**src/rtl/execute_stage_if.sv**
```systemverilog
// Decode-to-execute bus: id_* payload driven by decode, ex_* results returned to EX/MEM and hazard logic.
interface execute_stage_if;
    logic        id_valid;
    logic [2:0]  id_alu_control;
    logic        id_alu_src;
    logic        id_reg_write;
    logic        id_mem_write;
    logic        id_jump;
    logic        id_branch;
    logic [1:0]  id_result_src;
    logic [31:0] id_rd1;
    logic [31:0] id_rd2;
    logic [31:0] id_imm_ext;
    logic [31:0] id_pc;
    logic [31:0] id_pc_plus4;
    logic [4:0]  id_rs1;
    logic [4:0]  id_rs2;
    logic [4:0]  id_rd;

    logic        ex_valid;
    logic        ex_reg_write;
    logic        ex_mem_write;
    logic [1:0]  ex_result_src;
    logic [4:0]  ex_rd;
    logic [4:0]  ex_rs1;
    logic [4:0]  ex_rs2;
    logic [31:0] ex_alu_result;
    logic [31:0] ex_write_data;
    logic [31:0] ex_pc_target;
    logic [31:0] ex_pc_plus4;
    logic        ex_zero;
    logic        ex_pc_src;

    modport master (
        output id_valid, id_alu_control, id_alu_src, id_reg_write, id_mem_write,
               id_jump, id_branch, id_result_src, id_rd1, id_rd2, id_imm_ext,
               id_pc, id_pc_plus4, id_rs1, id_rs2, id_rd,
        input  ex_valid, ex_reg_write, ex_mem_write, ex_result_src, ex_rd, ex_rs1,
               ex_rs2, ex_alu_result, ex_write_data, ex_pc_target, ex_pc_plus4,
               ex_zero, ex_pc_src
    );

    modport slave (
        input  id_valid, id_alu_control, id_alu_src, id_reg_write, id_mem_write,
               id_jump, id_branch, id_result_src, id_rd1, id_rd2, id_imm_ext,
               id_pc, id_pc_plus4, id_rs1, id_rs2, id_rd,
        output ex_valid, ex_reg_write, ex_mem_write, ex_result_src, ex_rd, ex_rs1,
               ex_rs2, ex_alu_result, ex_write_data, ex_pc_target, ex_pc_plus4,
               ex_zero, ex_pc_src
    );
endinterface

```
**src/rtl/execute_stage.sv**
```systemverilog
// RISC-V execute stage: ID/EX register, operand forwarding, ALU, branch target and resolution.
module execute_stage (
    input  logic                  clk,
    input  logic                  reset,
    input  logic                  stall_e,
    input  logic                  flush_e,
    input  logic [1:0]            forward_a,
    input  logic [1:0]            forward_b,
    input  logic [31:0]           wb_result,
    input  logic [31:0]           mem_alu_result,
    execute_stage_if.slave        bus
);
    localparam int unsigned XLEN = 32;
    localparam int unsigned AW   = 5;

    typedef struct packed {
        logic            valid;
        logic [2:0]      alu_control;
        logic            alu_src;
        logic            reg_write;
        logic            mem_write;
        logic            jump;
        logic            branch;
        logic [1:0]      result_src;
        logic [XLEN-1:0] rd1;
        logic [XLEN-1:0] rd2;
        logic [XLEN-1:0] imm_ext;
        logic [XLEN-1:0] pc;
        logic [XLEN-1:0] pc_plus4;
        logic [AW-1:0]   rs1;
        logic [AW-1:0]   rs2;
        logic [AW-1:0]   rd;
    } idex_t;

    idex_t           idex_d;
    idex_t           idex_q;
    logic [XLEN-1:0] src_a;
    logic [XLEN-1:0] src_b;
    logic [XLEN-1:0] write_data;
    logic [XLEN-1:0] alu_result;

    always_comb begin
        idex_d             = '0;
        idex_d.valid       = bus.id_valid;
        idex_d.alu_control = bus.id_alu_control;
        idex_d.alu_src     = bus.id_alu_src;
        idex_d.reg_write   = bus.id_reg_write;
        idex_d.mem_write   = bus.id_mem_write;
        idex_d.jump        = bus.id_jump;
        idex_d.branch      = bus.id_branch;
        idex_d.result_src  = bus.id_result_src;
        idex_d.rd1         = bus.id_rd1;
        idex_d.rd2         = bus.id_rd2;
        idex_d.imm_ext     = bus.id_imm_ext;
        idex_d.pc          = bus.id_pc;
        idex_d.pc_plus4    = bus.id_pc_plus4;
        idex_d.rs1         = bus.id_rs1;
        idex_d.rs2         = bus.id_rs2;
        idex_d.rd          = bus.id_rd;
    end

    // Flush beats stall so a squashed instruction never lingers in EX.
    always_ff @(posedge clk) begin
        if (reset || flush_e) begin
            idex_q <= '0;
        end else if (!stall_e) begin
            idex_q <= idex_d;
        end
    end

    always_comb begin
        src_a      = idex_q.rd1;
        write_data = idex_q.rd2;
        case (forward_a)
            2'b01:   src_a = wb_result;
            2'b10:   src_a = mem_alu_result;
            default: src_a = idex_q.rd1;
        endcase
        case (forward_b)
            2'b01:   write_data = wb_result;
            2'b10:   write_data = mem_alu_result;
            default: write_data = idex_q.rd2;
        endcase
        src_b = idex_q.alu_src ? idex_q.imm_ext : write_data;
    end

    always_comb begin
        alu_result = '0;
        case (idex_q.alu_control)
            3'b000:  alu_result = src_a + src_b;
            3'b001:  alu_result = src_a - src_b;
            3'b010:  alu_result = src_a & src_b;
            3'b011:  alu_result = src_a | src_b;
            3'b101:  alu_result = XLEN'(($signed(src_a) < $signed(src_b)) ? 1 : 0);
            3'b110:  alu_result = src_a ^ src_b;
            default: alu_result = '0;
        endcase
    end

    assign bus.ex_valid      = idex_q.valid;
    assign bus.ex_reg_write  = idex_q.valid & idex_q.reg_write;
    assign bus.ex_mem_write  = idex_q.valid & idex_q.mem_write;
    assign bus.ex_result_src = idex_q.result_src;
    assign bus.ex_rd         = idex_q.rd;
    assign bus.ex_rs1        = idex_q.rs1;
    assign bus.ex_rs2        = idex_q.rs2;
    assign bus.ex_alu_result = alu_result;
    assign bus.ex_write_data = write_data;
    assign bus.ex_pc_target  = idex_q.pc + idex_q.imm_ext;
    assign bus.ex_pc_plus4   = idex_q.pc_plus4;
    assign bus.ex_zero       = (alu_result == '0);
    // Only beq is resolved here; jumps redirect unconditionally.
    assign bus.ex_pc_src     = idex_q.valid & (idex_q.jump | (idex_q.branch & (alu_result == '0)));
endmodule

```
**src/flat_wrapper.sv**
```systemverilog
// flat-port wrapper written by rule: the top's interface ports become plain ports
module execute_stage_flat 
  (clk, reset, stall_e, flush_e, forward_a, forward_b, wb_result, mem_alu_result, bus_id_valid, bus_id_alu_control, bus_id_alu_src, bus_id_reg_write, bus_id_mem_write, bus_id_jump, bus_id_branch, bus_id_result_src, bus_id_rd1, bus_id_rd2, bus_id_imm_ext, bus_id_pc, bus_id_pc_plus4, bus_id_rs1, bus_id_rs2, bus_id_rd, bus_ex_valid, bus_ex_reg_write, bus_ex_mem_write, bus_ex_result_src, bus_ex_rd, bus_ex_rs1, bus_ex_rs2, bus_ex_alu_result, bus_ex_write_data, bus_ex_pc_target, bus_ex_pc_plus4, bus_ex_zero, bus_ex_pc_src);
  execute_stage_if bus_i ();
  input  logic clk;
  input  logic reset;
  input  logic stall_e;
  input  logic flush_e;
  input  logic [1:0] forward_a;
  input  logic [1:0] forward_b;
  input  logic [31:0] wb_result;
  input  logic [31:0] mem_alu_result;
  input wire logic [$bits(bus_i.id_valid)-1:0] bus_id_valid;
  input wire logic [$bits(bus_i.id_alu_control)-1:0] bus_id_alu_control;
  input wire logic [$bits(bus_i.id_alu_src)-1:0] bus_id_alu_src;
  input wire logic [$bits(bus_i.id_reg_write)-1:0] bus_id_reg_write;
  input wire logic [$bits(bus_i.id_mem_write)-1:0] bus_id_mem_write;
  input wire logic [$bits(bus_i.id_jump)-1:0] bus_id_jump;
  input wire logic [$bits(bus_i.id_branch)-1:0] bus_id_branch;
  input wire logic [$bits(bus_i.id_result_src)-1:0] bus_id_result_src;
  input wire logic [$bits(bus_i.id_rd1)-1:0] bus_id_rd1;
  input wire logic [$bits(bus_i.id_rd2)-1:0] bus_id_rd2;
  input wire logic [$bits(bus_i.id_imm_ext)-1:0] bus_id_imm_ext;
  input wire logic [$bits(bus_i.id_pc)-1:0] bus_id_pc;
  input wire logic [$bits(bus_i.id_pc_plus4)-1:0] bus_id_pc_plus4;
  input wire logic [$bits(bus_i.id_rs1)-1:0] bus_id_rs1;
  input wire logic [$bits(bus_i.id_rs2)-1:0] bus_id_rs2;
  input wire logic [$bits(bus_i.id_rd)-1:0] bus_id_rd;
  output wire logic [$bits(bus_i.ex_valid)-1:0] bus_ex_valid;
  output wire logic [$bits(bus_i.ex_reg_write)-1:0] bus_ex_reg_write;
  output wire logic [$bits(bus_i.ex_mem_write)-1:0] bus_ex_mem_write;
  output wire logic [$bits(bus_i.ex_result_src)-1:0] bus_ex_result_src;
  output wire logic [$bits(bus_i.ex_rd)-1:0] bus_ex_rd;
  output wire logic [$bits(bus_i.ex_rs1)-1:0] bus_ex_rs1;
  output wire logic [$bits(bus_i.ex_rs2)-1:0] bus_ex_rs2;
  output wire logic [$bits(bus_i.ex_alu_result)-1:0] bus_ex_alu_result;
  output wire logic [$bits(bus_i.ex_write_data)-1:0] bus_ex_write_data;
  output wire logic [$bits(bus_i.ex_pc_target)-1:0] bus_ex_pc_target;
  output wire logic [$bits(bus_i.ex_pc_plus4)-1:0] bus_ex_pc_plus4;
  output wire logic [$bits(bus_i.ex_zero)-1:0] bus_ex_zero;
  output wire logic [$bits(bus_i.ex_pc_src)-1:0] bus_ex_pc_src;
  assign bus_i.id_valid = bus_id_valid;
  assign bus_i.id_alu_control = bus_id_alu_control;
  assign bus_i.id_alu_src = bus_id_alu_src;
  assign bus_i.id_reg_write = bus_id_reg_write;
  assign bus_i.id_mem_write = bus_id_mem_write;
  assign bus_i.id_jump = bus_id_jump;
  assign bus_i.id_branch = bus_id_branch;
  assign bus_i.id_result_src = bus_id_result_src;
  assign bus_i.id_rd1 = bus_id_rd1;
  assign bus_i.id_rd2 = bus_id_rd2;
  assign bus_i.id_imm_ext = bus_id_imm_ext;
  assign bus_i.id_pc = bus_id_pc;
  assign bus_i.id_pc_plus4 = bus_id_pc_plus4;
  assign bus_i.id_rs1 = bus_id_rs1;
  assign bus_i.id_rs2 = bus_id_rs2;
  assign bus_i.id_rd = bus_id_rd;
  assign bus_ex_valid = bus_i.ex_valid;
  assign bus_ex_reg_write = bus_i.ex_reg_write;
  assign bus_ex_mem_write = bus_i.ex_mem_write;
  assign bus_ex_result_src = bus_i.ex_result_src;
  assign bus_ex_rd = bus_i.ex_rd;
  assign bus_ex_rs1 = bus_i.ex_rs1;
  assign bus_ex_rs2 = bus_i.ex_rs2;
  assign bus_ex_alu_result = bus_i.ex_alu_result;
  assign bus_ex_write_data = bus_i.ex_write_data;
  assign bus_ex_pc_target = bus_i.ex_pc_target;
  assign bus_ex_pc_plus4 = bus_i.ex_pc_plus4;
  assign bus_ex_zero = bus_i.ex_zero;
  assign bus_ex_pc_src = bus_i.ex_pc_src;
  execute_stage u_core (.clk(clk), .reset(reset), .stall_e(stall_e), .flush_e(flush_e), .forward_a(forward_a), .forward_b(forward_b), .wb_result(wb_result), .mem_alu_result(mem_alu_result), .bus(bus_i));
endmodule
```
**config.mk**
```make
export PLATFORM = sky130hd
export DESIGN_NAME = execute_stage_flat
export DESIGN_NICKNAME = d
export VERILOG_FILES = /design/src/rtl/execute_stage_if.sv /design/src/rtl/execute_stage.sv /design/src/flat_wrapper.sv
export SDC_FILE = /design/constraint.sdc
export NUM_CORES = 1
export LEC_CHECK = 0
export ABC_AREA = 1
export ABC_CLOCK_PERIOD_IN_PS = 3500
export BUFFER_PORTS_ARGS = -buffer_cell sky130_fd_sc_hd__buf_4
export CORE_ASPECT_RATIO = 1.75
export CORE_MARGIN = 1
export CORE_UTILIZATION = 45
export CTS_CLUSTER_SIZE = 14
export DETAILED_ROUTE_END_ITERATION = 8
export HOLD_SLACK_MARGIN = 0.03
export PLACE_DENSITY = 0.72
export RECOVER_POWER = 100
export SLEW_MARGIN = 10
export SYNTH_ARGS = -nofsm -noshare
export SYNTH_HDL_FRONTEND = slang
export SYNTH_SLANG_ARGS = --single-unit
```
**constraint.sdc**
```tcl
create_clock -name clk -period 3.5 [get_ports clk]
set_input_delay 0.175 -clock clk [delete_from_list [all_inputs] [get_ports clk]]
set_output_delay 0.175 -clock clk [all_outputs]
set_load 0.01 [all_outputs]
```
# Word level (Yosys, flattened, before mapping)
# Index checks and enable logic that the tools add are counted.
totals:
  regBits: 186
  elab_cells: 45
op_classes:
  n_addsub: 3
  order_cmp: 1
  n_eq_ne: 9
  n_mux: 5
  bitwise_logic: 8
  n_reduce_logical: 3
op_table:
  columns: ["cell", "n"]
  rows:
  - ["one-hot mux 32 bit (6 select lines)", 1]
  - ["one-hot mux 32 bit (2 select lines)", 2]
  - ["adder 32 bit", 2]
  - ["bitwise AND 32 bit", 1]
  - ["zero test 32 bit", 1]
  - ["< comparator 32 bit", 1]
  - ["2-to-1 mux 32 bit", 1]
  - ["bitwise OR 32 bit", 1]
  - ["subtractor 32 bit", 1]
  - ["bitwise XOR 32 bit", 1]
  - ["equality test 3 x 2 -> 1 bit (second input constant)", 2]
  - ["equality test 3 bit (second input constant)", 2]
  - ["bitwise AND 1 bit", 4]
  - ["equality test 2 x 1 -> 1 bit (second input constant)", 2]
  - ["equality test 2 bit (second input constant)", 2]
  - ["equality test 3 x 1 -> 1 bit (second input constant)", 1]
  - ["zero test 3 bit", 1]
  - ["logical OR 1 bit", 1]
  - ["2-to-1 mux 1 bit", 1]
  - ["bitwise OR 1 bit", 1]

# Depth between registers and ports, before layout
logic_depth:
  depth_word: 10
  depth_mapped: 27
  ltp_nobuf: 26

# Least setup slack after synthesis
# Ideal clock, no wire load.
synth_path:
  path_kind: "input-to-output"
  startpoint: "input forward_b[0]"
  endpoint: "output bus_ex_pc_src"
  arrival_ns: 3.490
  setup_slack_ns: -0.165
  cell_stages: 25
  path_buffers: 2
  cell_sequence: "inv_1 ha_1 clkbuf_1 clkbuf_1 a221o_1 o21ai_0 o21ai_0 ha_1 inv_1 fa_1 nand2_1 nand2_1 nand3_1 nand2_1 nand2_1 nand2_1 nand2_1 nand3_1 nand3_1 nand3_1 nor2_1 nand2_1 nor2_1 nand4_1 a21oi_1"
synth_rtl:
  columns: ["element", "line", "source"]
  rows:
  - ["start, declared", "flat_wrapper.sv:10", "input logic [1:0] forward_b;"]
  - ["equality test 2 bit or equality test 2 x 1 -> 1 bit (tied branches)", "execute_stage.sv:79", "case (forward_b)"]
  - ["one-hot mux 32 bit (2 select lines) (*)", "execute_stage.sv:79", null]
  - ["2-to-1 mux 32 bit (*)", "execute_stage.sv:84", "src_b = idex_q.alu_src ? idex_q.imm_ext : write_data;"]
  - ["subtractor 32 bit (tied with other cells)", "execute_stage.sv:91", "3'b001: alu_result = src_a - src_b;"]
  - ["one-hot mux 32 bit (6 select lines) (*)", "execute_stage.sv:89", "case (idex_q.alu_control)"]
  - ["named net bus_ex_alu_result[18]", "flat_wrapper.sv:36", "output wire logic [$bits(bus_i.ex_alu_result)-1:0] bus_ex_alu_result;"]
  - ["zero test 32 bit (*)", "execute_stage.sv:113", "assign bus.ex_pc_src = idex_q.valid & (idex_q.jump | (idex_q.branch & (alu_result == '0)));"]
  - ["bitwise AND 1 bit (*)", "execute_stage.sv:113", null]
  - ["bitwise OR 1 bit (*)", "execute_stage.sv:113", null]
  - ["bitwise AND 1 bit (*)", "execute_stage.sv:113", null]
  - ["end, declared", "flat_wrapper.sv:41", "output wire logic [$bits(bus_i.ex_pc_src)-1:0] bus_ex_pc_src;"]
# Mark *: on every way through the listed nets, which the timed path passes. The rest lies on a longest branch.

# Worst setup path after layout
layout_path:
  startpoint: "input forward_b[1]"
  endpoint: "output bus_ex_pc_src"
layout_between:
  elab_chain_len: 10
layout_lines:
  columns: ["element", "line", "source"]
  rows:
  - ["equality test 2 bit or equality test 2 x 1 -> 1 bit (tied branches)", "execute_stage.sv:79", null]
  - ["one-hot mux 32 bit (2 select lines) (*)", "execute_stage.sv:79", null]
  - ["2-to-1 mux 32 bit (*)", "execute_stage.sv:84", null]
  - ["< comparator 32 bit", "execute_stage.sv:94", "3'b101: alu_result = XLEN'(($signed(src_a) < $signed(src_b)) ? 1 : 0);"]
  - ["2-to-1 mux 1 bit", "execute_stage.sv:94", null]
  - ["one-hot mux 32 bit (6 select lines) (*)", "execute_stage.sv:89", null]
  - ["zero test 32 bit (*)", "execute_stage.sv:113", null]
  - ["bitwise AND 1 bit (*)", "execute_stage.sv:113", null]
  - ["bitwise OR 1 bit (*)", "execute_stage.sv:113", null]
  - ["bitwise AND 1 bit (*)", "execute_stage.sv:113", null]
# Every way passes the cells marked *; elsewhere a longest branch is shown, timed or not.

==> impl_metrics.ini <==
[logic_synthesis]
adder_cell_fraction_of_synth_area = 0.106
yosys_synthesis_warning_count = 0
synth_edf_count = 0
synthDominantCellAreaShare = 0.222
synth-xor-area-share = 0.0141
netlist_top_cells_area = sky130_fd_sc_hd__dfxtp_1 22%, sky130_fd_sc_hd__nand2_1 20%, sky130_fd_sc_hd__ha_1 10%, sky130_fd_sc_hd__a21oi_1 8.7%, sky130_fd_sc_hd__inv_1 8.6%
synth.avg_cell_area_um2 = 6.07
mux_contribution_to_synthesized_area = 0
synth_async_sr_flop_share = 0
synthesis.instances = 2767
post_synth_and_or_nand_nor_area_fraction = 0.315
synth_fp_nets = 3166
synth_sequential_area_ratio = 0.222
netlist-cell-type-count = 49
syn-cell-area_mm2 = 0.0168
dominantRegCellSynth = sky130_fd_sc_hd__dfxtp_1
postSynthRegisterBits = 186
synth_compound_gate_area_share = 0.197
synth_top_family_by_area = simple AND/OR/NAND/NOR gates
synth_top_cell_by_area = sky130_fd_sc_hd__dfxtp_1

[timing]
finalWorstSetupSlack_ps = -528
maxClockFrequency_mhz = 248
slew_headroom = -0.455
period_minus_slack_ps = 4030
final.setup.tns_ps = -16130
slew_violations = 140
worst_slew_pin_slew_ps = 2180
setup_repair_after_global_routing_missed_its_margin = true
setup_viol_count_final = 79
period_share = 1.15
finClkSkew_ps = 0
final_hold_viol_count = 0

[clocking]
htree_levels = 4
cts.root.buffer_cell = sky130_fd_sc_hd__clkbuf_16
cts_tree = yes
clock_tree.buffer_depth = 2
clk-insertion-delay-late_ps = 480
clock_sink_count = 186
clkTransAtPathRegs_ps = 80
cts_buffers = 17

[grt]
grtUsageTotal = 0.468
grt_first_pass_wirelength_um = 136000
initial_antenna_violation_count = 2
vias_in_the_first_global_route = 24600
maximum_number_of_pins_on_one_net_before_global_route_repair = 124
gr-total-overflow = 0

[cells_and_area]
finish.utilization = 0.748
n_fill_cell = 2806
syn_to_final_growth_pct = 63.7
final_instance_area_mm2 = 0.0275
final_cell_count_no_fill = 4204
nNetsFinal = 4113
post_route_cells_drive_above_1_share = 0.339

[routing]
drc = 0
dr_total_vias = 24200
dr.first_iter.drc_count = 2142
routed_wire_length_per_instance_um = 21.9
dr.pass1.iters = 6
route.detailed.vias_per_inst = 5.75
drtAntennaViolNets = 0
totalWireLength_um = 92200

[worst_setup_path]
worstReg2RegStart = u_core.bus.ex_result_src[0]
timing.critical_path.fanout_max = 8
crit_path_end_kind = output pin
worstSetupPathType = input port to output pin
timing.reg2reg.worst_path_depth = 2
rr_endpoint = u_core.bus.ex_result_src[0]
critical_path.startpoint_type = input port
timing.critical_path.slowest_cell_delay_ps = 380
worst-r2r-setup-slack_ps = 2430
worst_ep_required_time_ps = 3320
arr_time_crit_path_ps = 3850
cp_slowest_cell = sky130_fd_sc_hd__a221o_1

[worst_hold_path]
holdCritPathClass = input port to flop
timing.hold.worst.start = bus_id_rd1[10]
worst_hold_path.endpoint = u_core.idex_q[153]
min_delay_path_depth = 3

[power_and_ir_drop]
power.density_mw_per_mm2 = 391
peakVddDrop_mv = 0.381
leakagePower_nw = 14.0

[outcome]
run_status = complete, but fails checks
failed_checks = capacitance limit, slew limit, setup timing

[floorplan]
die_h_um = 258
ioPinCount = 408
floorplan.rows = 93
die_x_um = 148
placeable_area_mm2 = 0.0368
start_util = 0.457
die_area_mm2 = 0.0381

[placement]
dp.cells = 3941
port-buffer-count = 407
hpwl_after_dpl_um = 65200
placed_cell_area_mm2 = 0.0233
dp_slack_ps = -1240
gp_congestion = 1.03

[job]
max_cap_violations = 2
-- kinds of logic (layout without fill, tap and decap cells) --
| group | after synthesis | in the layout |
|---|---|---|
| AO/OA/AOI/OAI | 564 | 564 |
| XOR/XNOR | 27 | 27 |
| adder cells (fa/ha/maj) | 141 | 141 |
| buffers and inverters | 575 | 1535 |
| flip-flops | 186 | 186 |
| other | 0 | 2 |
| AND/OR/NAND/NOR | 1274 | 1274 |
-- through the flow --
stage,hold slack [ps],power [mW]
4_1_cts,31.7,10.3
5_1_grt,41.5,11.2
6_report,52.7,10.8
2_1_floorplan,320,4.68
3_5_place_dp,436,7.48
3_3_place_gp,426,7.41
-- layer usage --
layer  vias to the layer above  wire length (µm)  global-route usage
li1                      10800                 -                   -
met1                     11100             30200               0.461
met2                      1672             44300               0.802
met3                       623              8400               0.120
met4                         0              9350               0.418
met5                         -                 0                   0
-- report_power, final --
group          internal (mW)  leakage (nW)  switching, mW
registers               2.18          1.52         0.0581
clock network           1.01         0.309           1.13
logic                   2.97          12.1           3.42
-- final cells by class --
type,count,area [µm²],area share
tap,475,594,0.0216
timing repair buffer,1110,8950,0.326
clock buffer,17,425,0.0155
sequential,186,3730,0.136
antenna,2,5.00,0.000182
inverter,393,1490,0.0540
clock inverter,15,220,0.00801
multi-input combinational,2006,12100,0.440
-- cells in the final DEF, fill, tap and decap left out, types with 8 or more instances in the layout --
master                          instances
sky130_fd_sc_hd__a211oi_1               8
sky130_fd_sc_hd__a21oi_1              266
sky130_fd_sc_hd__a21oi_2               28
sky130_fd_sc_hd__a221o_1               61
sky130_fd_sc_hd__buf_12                19
sky130_fd_sc_hd__buf_4                836
sky130_fd_sc_hd__buf_6                 17
sky130_fd_sc_hd__clkbuf_1              52
sky130_fd_sc_hd__clkbuf_16             20
sky130_fd_sc_hd__dfxtp_1              185
sky130_fd_sc_hd__dlygate4sd3_1        177
sky130_fd_sc_hd__ha_1                  99
sky130_fd_sc_hd__ha_2                   8
sky130_fd_sc_hd__ha_4                  31
sky130_fd_sc_hd__inv_1                364
sky130_fd_sc_hd__inv_2                 24
sky130_fd_sc_hd__nand2_1              817
sky130_fd_sc_hd__nand2_2               68
sky130_fd_sc_hd__nand3_1              133
sky130_fd_sc_hd__nand3_2               28
sky130_fd_sc_hd__nand4_1               23
sky130_fd_sc_hd__nor2_1                97
sky130_fd_sc_hd__nor2_2                37
sky130_fd_sc_hd__nor2_4                21
sky130_fd_sc_hd__nor3_1                14
sky130_fd_sc_hd__o21ai_0               42
sky130_fd_sc_hd__o21ai_1               30
sky130_fd_sc_hd__o21ai_2               56
sky130_fd_sc_hd__o21ai_4               11
sky130_fd_sc_hd__o22ai_1               28
sky130_fd_sc_hd__xnor2_1               11
sky130_fd_sc_hd__xor2_1                14
-- cell usage after synthesis, drive strengths merged (4+ instances only) --
cell type  number
buf            89
inv           393
and2            5
nor2          155
dfxtp         186
ha            138
o21bai         10
a31oi           7
xor2           16
nor4            4
nand3b          4
nand4          23
xnor2          11
a221o          62
clkbuf         93
a21oi         296
o21ai         139
a211oi          8
nand2         893
nor3           20
a221oi          4
nand3         165
o22ai          28
-- sequential cells by signal, indices dropped and copies added (netlist names) --
name,cells
u_core.idex_q,136
u_core.bus.ex_pc_plus4,32
u_core.bus.ex_rd,5
u_core.bus.ex_rs1,5
u_core.bus.ex_rs2,5
u_core.bus.ex_result_src,2
u_core.bus.ex_valid,1
-- worst max-delay path: cells and delay by family --
kind	cells	cell delay (ps)
fa+ha+maj	2	470
simple gates	13	1530
buf+inv	8	960
compound gates	4	690
-- worst max path at each step --
| stage | startpoint | endpoint | slack, ps | cells after the start |
|---|---|---|---|---|
| 2_1_floorplan | forward_b[0] | bus_ex_pc_src | 7 | 25 |
| 3_3_place_gp | forward_b[0] | bus_ex_pc_src | -1230 | 26 |
| 3_5_place_dp | forward_b[0] | bus_ex_pc_src | -1240 | 26 |
| 4_1_cts | forward_b[1] | bus_ex_pc_src | -460 | 28 |
| 5_1_grt | forward_b[0] | bus_ex_pc_src | -770 | 26 |
| 6_report | forward_b[1] | bus_ex_pc_src | -530 | 27 |
-- what timing repair did --
action,CTS,global route
endpoints found under the hold margin,177,0
pin swaps,75,43
setup endpoints to repair,36,34
gates resized for setup,319,151
hold buffers,177,0
setup buffers,41,8
cloned,1,3
No activity file was read; power rests on OpenSTA's default activity.
